`config.mk`:
```
export PLATFORM = sky130hd
export DESIGN_NAME = fp32_to_int32_seq
export DESIGN_NICKNAME = d
export VERILOG_FILES = /design/src/rtl/fp32_pkg.sv /design/src/rtl/fp32_unpack.sv /design/src/rtl/fp32_to_int32_seq.sv
export SDC_FILE = /design/constraint.sdc
export NUM_CORES = 1
export LEC_CHECK = 0
export BUFFER_PORTS_ARGS = -buffer_cell sky130_fd_sc_hd__buf_2
export CAP_MARGIN = 20
export CORE_UTILIZATION = 60
export CTS_CLUSTER_SIZE = 24
export DETAILED_ROUTE_END_ITERATION = 10
export PLACE_DENSITY = 0.93
export SYNTH_ARGS = -nofsm -noshare
export SYNTH_HDL_FRONTEND = slang
export SYNTH_SLANG_ARGS = --single-unit
```
`constraint.sdc`:
```
create_clock -name clk -period 5.15 [get_ports clk]
set_clock_uncertainty 0.1 [all_clocks]
set_input_delay 0.515 -clock clk [delete_from_list [all_inputs] [get_ports clk]]
set_output_delay 0.515 -clock clk [all_outputs]
set_load 0.05 [all_outputs]
```
`src/rtl/fp32_pkg.sv`:
```
// Shared binary32 definitions for the FPU datapath (adder and float-to-int converter).
package fp32_pkg;

  localparam int FP_BIAS   = 127;
  localparam int FP_EXP_W  = 8;
  localparam int FP_FRAC_W = 23;

  typedef struct packed {
    logic                 sign;
    logic [FP_EXP_W-1:0]  exp;
    logic [FP_FRAC_W-1:0] frac;
  } fp32_t;

  typedef enum logic [1:0] {IDLE, SHIFT, ROUND, DONE} f2i_state_e;

endpackage

```
`src/rtl/fp32_unpack.sv`:
```
// Combinational binary32 classifier plus signed unbiased exponent; shared with the adder front end.
module fp32_unpack
  import fp32_pkg::*;
(
  input  fp32_t             a,
  output logic              is_zero,
  output logic              is_denorm,
  output logic              is_inf,
  output logic              is_nan,
  output logic signed [9:0] exp_unb
);

  logic exp_zero;
  logic exp_ones;
  logic frac_zero;

  assign exp_zero  = (a.exp == '0);
  assign exp_ones  = (a.exp == '1);
  assign frac_zero = (a.frac == '0);

  assign is_zero   = exp_zero & frac_zero;
  assign is_denorm = exp_zero & ~frac_zero;
  assign is_inf    = exp_ones & frac_zero;
  assign is_nan    = exp_ones & ~frac_zero;
  assign exp_unb   = signed'({2'b00, a.exp} - 10'(FP_BIAS));

endmodule

```
`src/rtl/fp32_to_int32_seq.sv`:
```
// Iterative binary32 -> signed int32 converter with a STEP-bit-per-cycle denormalizing shifter.
// Define FP2INT_RNE_EN for round-to-nearest-even; otherwise results truncate toward zero.
module fp32_to_int32_seq
  import fp32_pkg::*;
#(
  parameter int STEP = 1
) (
  input  logic        clk,
  input  logic        rst_n,
  input  logic        in_valid,
  output logic        in_ready,
  input  logic [31:0] in_a,
  output logic        out_valid,
  input  logic        out_ready,
  output logic [31:0] out_res,
  output logic        out_ovf,
  output logic        out_inexact,
  output f2i_state_e  dbg_state
);

  // Handshake: a transfer happens on a rising edge where valid && ready; the
  // producer holds valid and data stable until that edge.

  fp32_t             a;
  logic              is_zero, is_denorm, is_inf, is_nan;
  logic signed [9:0] exp_unb;

  assign a = fp32_t'(in_a);

  fp32_unpack u_unpack (
    .a        (a),
    .is_zero  (is_zero),
    .is_denorm(is_denorm),
    .is_inf   (is_inf),
    .is_nan   (is_nan),
    .exp_unb  (exp_unb)
  );

  f2i_state_e  state_q, state_d;
  logic [31:0] mag_q, mag_d;
  logic        guard_q, guard_d, sticky_q, sticky_d;
  logic [4:0]  cnt_q, cnt_d;
  logic        left_q, left_d, sign_q, sign_d;
  logic        force_q, force_d, fovf_q, fovf_d;
  logic [31:0] fres_q, fres_d;
  logic        out_valid_q, out_valid_d, out_ovf_q, out_ovf_d, out_inexact_q, out_inexact_d;
  logic [31:0] out_res_q, out_res_d;

  logic [4:0]  n;
  logic [31:0] mag_v;
  logic        guard_v, sticky_v;
  logic [32:0] rnd;

  always_comb begin
    state_d       = state_q;
    mag_d         = mag_q;
    guard_d       = guard_q;
    sticky_d      = sticky_q;
    cnt_d         = cnt_q;
    left_d        = left_q;
    sign_d        = sign_q;
    force_d       = force_q;
    fovf_d        = fovf_q;
    fres_d        = fres_q;
    out_valid_d   = out_valid_q;
    out_res_d     = out_res_q;
    out_ovf_d     = out_ovf_q;
    out_inexact_d = out_inexact_q;
    n             = (cnt_q < 5'(STEP)) ? cnt_q : 5'(STEP);
    mag_v         = mag_q;
    guard_v       = guard_q;
    sticky_v      = sticky_q;
    rnd           = {1'b0, mag_q};

    case (state_q)
      IDLE: begin
        if (in_valid) begin
          sign_d   = a.sign;
          mag_d    = {8'b0, 1'b1, a.frac};
          guard_d  = 1'b0;
          sticky_d = 1'b0;
          force_d  = 1'b0;
          fovf_d   = 1'b0;
          fres_d   = '0;
          cnt_d    = '0;
          left_d   = 1'b0;
          state_d  = ROUND;
          if (is_nan) begin
            force_d = 1'b1;
            fovf_d  = 1'b1;
            fres_d  = 32'h7FFF_FFFF;
          end else if (is_inf || exp_unb >= 10'sd31) begin
            force_d = 1'b1;
            // -2^31 is the one out-of-range magnitude that int32 represents exactly
            fovf_d  = !(a.sign && exp_unb == 10'sd31 && a.frac == '0);
            fres_d  = a.sign ? 32'h8000_0000 : 32'h7FFF_FFFF;
          end else if (is_zero || is_denorm) begin
            mag_d    = '0;
            sticky_d = is_denorm;
          end else if (exp_unb < -10'sd1) begin
            mag_d    = '0;
            sticky_d = 1'b1;
          end else if (exp_unb >= 10'sd23) begin
            left_d = 1'b1;
            cnt_d  = 5'(exp_unb - 10'sd23);
            if (cnt_d != '0) state_d = SHIFT;
          end else begin
            cnt_d = 5'(10'sd23 - exp_unb);
            if (cnt_d != '0) state_d = SHIFT;
          end
        end
      end

      SHIFT: begin
        if (left_q) begin
          mag_v = mag_q << n;
        end else begin
          for (int i = 0; i < STEP; i++) begin
            if (5'(i) < n) begin
              sticky_v = sticky_v | guard_v;
              guard_v  = mag_v[0];
              mag_v    = mag_v >> 1;
            end
          end
        end
        mag_d    = mag_v;
        guard_d  = guard_v;
        sticky_d = sticky_v;
        cnt_d    = cnt_q - n;
        if (cnt_d == '0) state_d = ROUND;
      end

      ROUND: begin
`ifdef FP2INT_RNE_EN
        rnd = {1'b0, mag_q} + {32'b0, guard_q & (sticky_q | mag_q[0])};
`else
        rnd = {1'b0, mag_q};
`endif
        out_inexact_d = guard_q | sticky_q;
        out_ovf_d     = 1'b0;
        if (force_q) begin
          out_res_d = fres_q;
          out_ovf_d = fovf_q;
        end else begin
          if (rnd > 33'h0_7FFF_FFFF) begin
            rnd       = 33'h0_7FFF_FFFF;
            out_ovf_d = 1'b1;
          end
          out_res_d = sign_q ? (~rnd[31:0] + 32'd1) : rnd[31:0];
        end
        out_valid_d = 1'b1;
        state_d     = DONE;
      end

      DONE: begin
        if (out_ready) begin
          out_valid_d = 1'b0;
          state_d     = IDLE;
        end
      end

      default: state_d = IDLE;
    endcase
  end

  always_ff @(posedge clk or negedge rst_n) begin
    if (!rst_n) begin
      state_q       <= IDLE;
      mag_q         <= '0;
      guard_q       <= 1'b0;
      sticky_q      <= 1'b0;
      cnt_q         <= '0;
      left_q        <= 1'b0;
      sign_q        <= 1'b0;
      force_q       <= 1'b0;
      fovf_q        <= 1'b0;
      fres_q        <= '0;
      out_valid_q   <= 1'b0;
      out_res_q     <= '0;
      out_ovf_q     <= 1'b0;
      out_inexact_q <= 1'b0;
    end else begin
      state_q       <= state_d;
      mag_q         <= mag_d;
      guard_q       <= guard_d;
      sticky_q      <= sticky_d;
      cnt_q         <= cnt_d;
      left_q        <= left_d;
      sign_q        <= sign_d;
      force_q       <= force_d;
      fovf_q        <= fovf_d;
      fres_q        <= fres_d;
      out_valid_q   <= out_valid_d;
      out_res_q     <= out_res_d;
      out_ovf_q     <= out_ovf_d;
      out_inexact_q <= out_inexact_d;
    end
  end

  assign in_ready    = (state_q == IDLE);
  assign out_valid   = out_valid_q;
  assign out_res     = out_res_q;
  assign out_ovf     = out_ovf_q;
  assign out_inexact = out_inexact_q;
  assign dbg_state   = state_q;

endmodule

```
* After elaboration in Yosys (flattened, before gate mapping)
Index checks and enable logic that the tools add are counted.
** Storage, ports and cells
- Register bits :: 112
- Input port bits :: 36
- Output and inout bits :: 38
- Logic and storage cells :: 123
** Cells by class
- $add $sub $neg :: 5
- $lt $le $gt $ge :: 6
- Equality and inequality tests :: 11
- Shift-type cells :: 1
- Multiplexer cells :: 60
- Bitwise logic cells :: 7
- Reductions and logical operators :: 19
** Operator list (count)
- 2-to-1 mux 32 bit :: 11
- 2-to-1 mux 24 bit :: 4
- case mux 32 bit (2 select lines) :: 1
- 2-to-1 mux 5 bit :: 7
- adder 32 x 1 -> 32 bit (second input constant) :: 1
- greater-than comparator 32 x 31 -> 1 bit (second input constant) :: 1
- NOT 32 bit :: 1
- left shift 32 x 5 -> 32 bit :: 1
- logical NOT 23 bit :: 1
- 2-to-1 mux 1 bit :: 22
- 2-to-1 mux 2 bit :: 10
- >= comparator 9 x 6 -> 1 bit (second input constant) :: 2
- != test 2 bit (second input constant) :: 5
- case mux 5 bit (2 select lines) :: 1
- nonzero test 5 bit :: 2
- equality test 9 x 6 -> 1 bit (second input constant) :: 1
- less-than comparator 9 x 1 -> 1 bit (second input constant) :: 1
- subtractor 8 x 7 -> 9 bit (second input constant) :: 1
- equality test 8 bit (second input constant) :: 1
- logical NOT 8 bit :: 1
- case mux 2 bit (4 select lines) :: 1
- case mux 1 bit (2 select lines) :: 3
- AND reduction 2 bit :: 3
- AND reduction 3 bit :: 2
- 18 further kinds :: 25

* Longest topological paths before layout
- Depth after elaboration :: 11
- Depth in mapped cells :: 12
- Depth with buffers taken out :: 10

* Hierarchy
A second synthesis with hierarchy kept.
** Unflattened totals
- Cell total of the unflattened synthesis :: 682
- Area, all modules :: 5724.2 µm²
** By module, submodules not included
- fp32_to_int32_seq :: times used 1, cells an instance 641, area each 5452.7 µm², sequential area each 2052.0 µm²
- fp32_unpack :: times used 1, cells an instance 41, area each 271.5 µm², sequential area each 0.0 µm²

* Least setup slack after synthesis
OpenSTA, ideal clock, no wires.
- Path type :: reg-to-reg
- Start :: register mag_q[31]
- End :: register out_res_q[30], in the netlist out_res[30]
- Library setup time :: 120 ps
- Arrival :: 2821 ps
- Required time :: 4930 ps
- Path slack :: 2108 ps
- Stages on the path, launching flop included :: 11
- Path buffers :: 3
- Period minus slack after synthesis :: 3042 ps
- Cells stage by stage :: dfrtp_1 -> buf_4 -> clkbuf_1 -> buf_6 -> nor2_1 -> ha_1 -> or3b_1 -> nand4bb_1 -> or3_1 -> or4_1 -> a41o_1
** Between the ends
- Longest elaborated chain between the ends :: 8
** Ends and longest elaborated chain
- from (decl) :: RTL line fp32_to_int32_seq.sv:40 : logic [31:0] mag_q, mag_d;
- from (signal assigned) :: RTL line fp32_to_int32_seq.sv:184 : mag_q <= mag_d;
- greater-than comparator 32 x 31 -> 1 bit (*) :: RTL line fp32_to_int32_seq.sv:145 : if (rnd > 33'h0_7FFF_FFFF) begin
- 2-to-1 mux 32 bit (*) :: RTL line fp32_to_int32_seq.sv:145
- 2-to-1 mux 32 bit (*) :: RTL line fp32_to_int32_seq.sv:141 : if (force_q) begin
- 2-to-1 mux 32 bit (*) :: RTL line fp32_to_int32_seq.sv:75 : case (state_q)
- NOT 32 bit :: RTL line fp32_to_int32_seq.sv:149 : out_res_d = sign_q ? (~rnd[31:0] + 32'd1) : rnd[31:0];
- adder 32 x 1 -> 32 bit :: RTL line fp32_to_int32_seq.sv:149
- 2-to-1 mux 32 bit (*) :: RTL line fp32_to_int32_seq.sv:149
- 2-to-1 mux 32 bit (*) :: RTL line fp32_to_int32_seq.sv:141
- to (signal assigned) :: RTL line fp32_to_int32_seq.sv:194 : out_res_q <= out_res_d;
- to (decl) :: RTL line fp32_to_int32_seq.sv:47 : logic [31:0] out_res_q, out_res_d;
Mark *: on every way between the ends. The rest lies on a longest branch, timed or not. The select of a mux whose other input is x is not followed.
A chain may end at the register's enable or synchronous reset.

* Worst setup path after layout
- Start :: register mag_q[31]
- End :: register out_res_q[26], in the netlist out_res[26]
The elaborated chain is that of the path after synthesis.

==> flow_summary.toml <==
[sta]
final_max_slew_viol_count = 0
timing.slew.headroom_pct = 26.9
tightest_slew_ns = 1.09
rsz0062_at_grt = "no"
setup_viol = 0
fin_crit_ns = 3.53
finalSetupTns_ns = 0
final.period_utilization_pct = 68.5
finalHoldViolCount = 0
clock.fmax_mhz = 284

[clock_tree]
cts_tree = "built"
clock_sinks = 82
root_buffer = "clkbuf_8"
clk_pin_slew_ns = 0.08
numCtsBuffers = 9
cts_hold_buf = 0
clkLatencyLatePin_ns = 0.36
clock_path_buffers = 2
cts.repair.resized = 0
postCtsSetupBuffers = 0
cts-htree-levels = 3

[pwr]
leakagePower_nw = 2.65
power.density_mw_per_mm2 = 700
p_sw_mw = 2.31
swShare_pct = 52.0
seq_power_share_pct = 28.9
intPower_mw = 2.13
power_frac_comb_pct = 58.0
peakVddDrop_mv = 0.339
p_clk_share_pct = 13.1
p_total_mw = 4.44

[worst_setup_path]
cp.required_ns = 5.35
critical_path.cell_chain = "buf_4 -> nor2_1 -> ha_1 -> or3b_1 -> nand4bb_1 -> or3_1 -> o311a_1 -> a221oi_1 -> o221a_1"
start_kind = "register"
path_buf_inv = 1
crit_arrival_ns = 3.72
path_class = "reg2reg"
slowest_stage = "or3_1"
crit_path_end_kind = "register"
critPathMaxStageDelay_ns = 0.59
crit_family = "simple AND/OR/NAND/NOR gates"
path_max_fanout = 57

[yosys]
synth.yosys.seq_area_share_pct = 35.5
synth_area_leaders = "dfrtp_1 (35%), mux2i_1 (6.4%), a21oi_1 (5.4%)"
synth-edff-count = 0
synthArstFlopShare_pct = 100
netlist_instances = 710
synth_top_area_share_pct = 35.5
synth_nets = 758
ys_top_cells_by_count = "dfrtp_1 (82), nor2_1 (82), nand2_1 (64)"
synth_largest_area_cell = "dfrtp_1"
ys.flop_type = "dfrtp_1"
yosys_warnings = 0
yosysUniqueCellTypes = 71
synth_area_mm2 = 0.00578
synth-seq-cells = 82
syn-mean-instance-area_um2 = 8.14

[floorplanning]
dieHeight_um = 100
io_pins = 74
die_w_um = 100
core_mm2 = 0.00928
rows = 35
initial_core_util_pct = 62.3
dieArea_mm2 = 0.0100

[placed_design]
place_inst = 855
placed_cell_area_mm2 = 0.00607
place_congestion = 0.909
port_buffers = 73
post-dp-hpwl_um = 10200

[final_layout]
drive_gt1_share_pct = 14.7
diodes = 0
stdcell_area_mm2 = 0.00634
fillers = 728
syn2layout_area_growth_pct = 9.69
nets = 786
finalNonFillerCells = 872

[grt]
grt_usage_pct = 30.3
overflow = 0
grt_max_degree = 83
grt_pass1_vias = 5110
grt_pass1_wl_um = 24400
antenna_found_initial = 0

[route]
wl_per_cell_um = 17.0
post_drt_via_cell_ratio = 6.46
routed_wl_um = 14800
final_antenna_net_count = 0
vias = 5634
dr.pass1.iters = 5
drc = 0
drt_iter0_drc = 557

[job]
drv_cap = 0

[hold_path]
holdCritPathClass = "in2async"

[run_status]
status = "finished clean"
-- power groups by stage --
stage               logic, mW  registers, mW  clock network [mW]
CTS                      2.55           1.27               0.583
global route             2.81           1.32               0.612
floorplan                1.68           1.60                   0
global placement         2.46           1.26                   0
finish                   2.57           1.28               0.583
detailed placement       2.53           1.28                   0
-- final cells by class --
class,instances,area (um2),share of cell area (%)
inverter,24,90.1,1.42
clock inverter,5,100,1.58
multi-input combinational,541,3350,52.9
tap,129,161,2.54
timing repair buffer,80,433,6.83
sequential,82,2050,32.4
clock buffer,11,151,2.39
-- path summary, 6_finish.rpt --
kind | from | to | slack [ns] | cells after the start
max in group asynchronous | rst_n | left_q$_DFFE_PN0P_ | 4.31 | 2
min | rst_n | out_res[17]$_DFFE_PN0P_ | 0.01 | 1
min reg2reg | out_res[2]$_DFFE_PN0P_ | out_res[2]$_DFFE_PN0P_ | 0.38 | 1
max | mag_q[31]$_DFFE_PN0P_ | out_res[26]$_DFFE_PN0P_ | 1.62 | 9
min in group clk | in_a[12] | mag_q[12]$_DFFE_PN0P_ | 0.33 | 3
max reg2reg | mag_q[31]$_DFFE_PN0P_ | out_res[26]$_DFFE_PN0P_ | 1.62 | 9
-- registers in the layout (all words and copies together) (netlist names) --
register / count
out_inexact: 1
left_q: 1
mag_q: 32
guard_q: 1
fres_q: 2
out_res: 32
sticky_q: 1
fovf_q: 1
cnt_q: 5
out_valid: 1
force_q: 1
sign_q: 1
dbg_state: 2
out_ovf: 1
-- kinds of logic after synthesis --
| group | share of synthesized area, % |
|---|---|
| AO/OA/AOI/OAI | 26.8 |
| multiplexers | 6.60 |
| buffers and inverters | 6.64 |
| flip-flops | 35.5 |
| XOR/XNOR | 2.88 |
| AND/OR/NAND/NOR | 19.0 |
| adder cells (fa/ha/maj) | 2.60 |
-- cell usage in the layout (no fill, tap or decap), types with 8 or more instances in the layout --
cell,count
a21oi_1,62
dfrtp_1,81
nor2_1,82
or3_1,8
ha_1,12
o21a_1,9
o21ai_1,38
nand3_1,10
o21ai_0,33
nand2_1,64
xnor2_1,12
clkbuf_8,11
nor4_1,9
nor3_1,18
buf_2,72
mux2i_1,37
o31ai_1,8
a211oi_1,28
inv_1,23
-- per-stage QoR --
| step | hold WS, ns | worst slack (ns) | util [%] |
|---|---|---|---|
| 2_1_floorplan | 0.119 | 2.11 | - |
| 3_3_place_gp | 0.355 | 1.83 | 65.4 |
| 3_5_place_dp | 0.367 | 1.68 | 65.4 |
| 4_1_cts | 0.267 | 1.63 | 68.1 |
| 5_1_grt | 0.0552 | 1.36 | 68.3 |
| 6_report | 0.0140 | 1.62 | 68.3 |
-- routing by layer --
metal,routed length [um],GRT usage (%)
met1,6350,43.2
met2,6960,47.5
met3,1230,3.90
met4,312,10.7
met5,0,0
-- worst register-to-register path: cells and delay by family (launching register included) --
kind                     cells  cell delay, ns
adder cells (fa/ha/maj)      1            0.17
AO/OA/AOI/OAI                3            0.83
flip-flops                   1            0.36
AND/OR/NAND/NOR              4            1.73
buffers and inverters        1            0.29
Note: power is estimated with default switching activity, not from simulation.
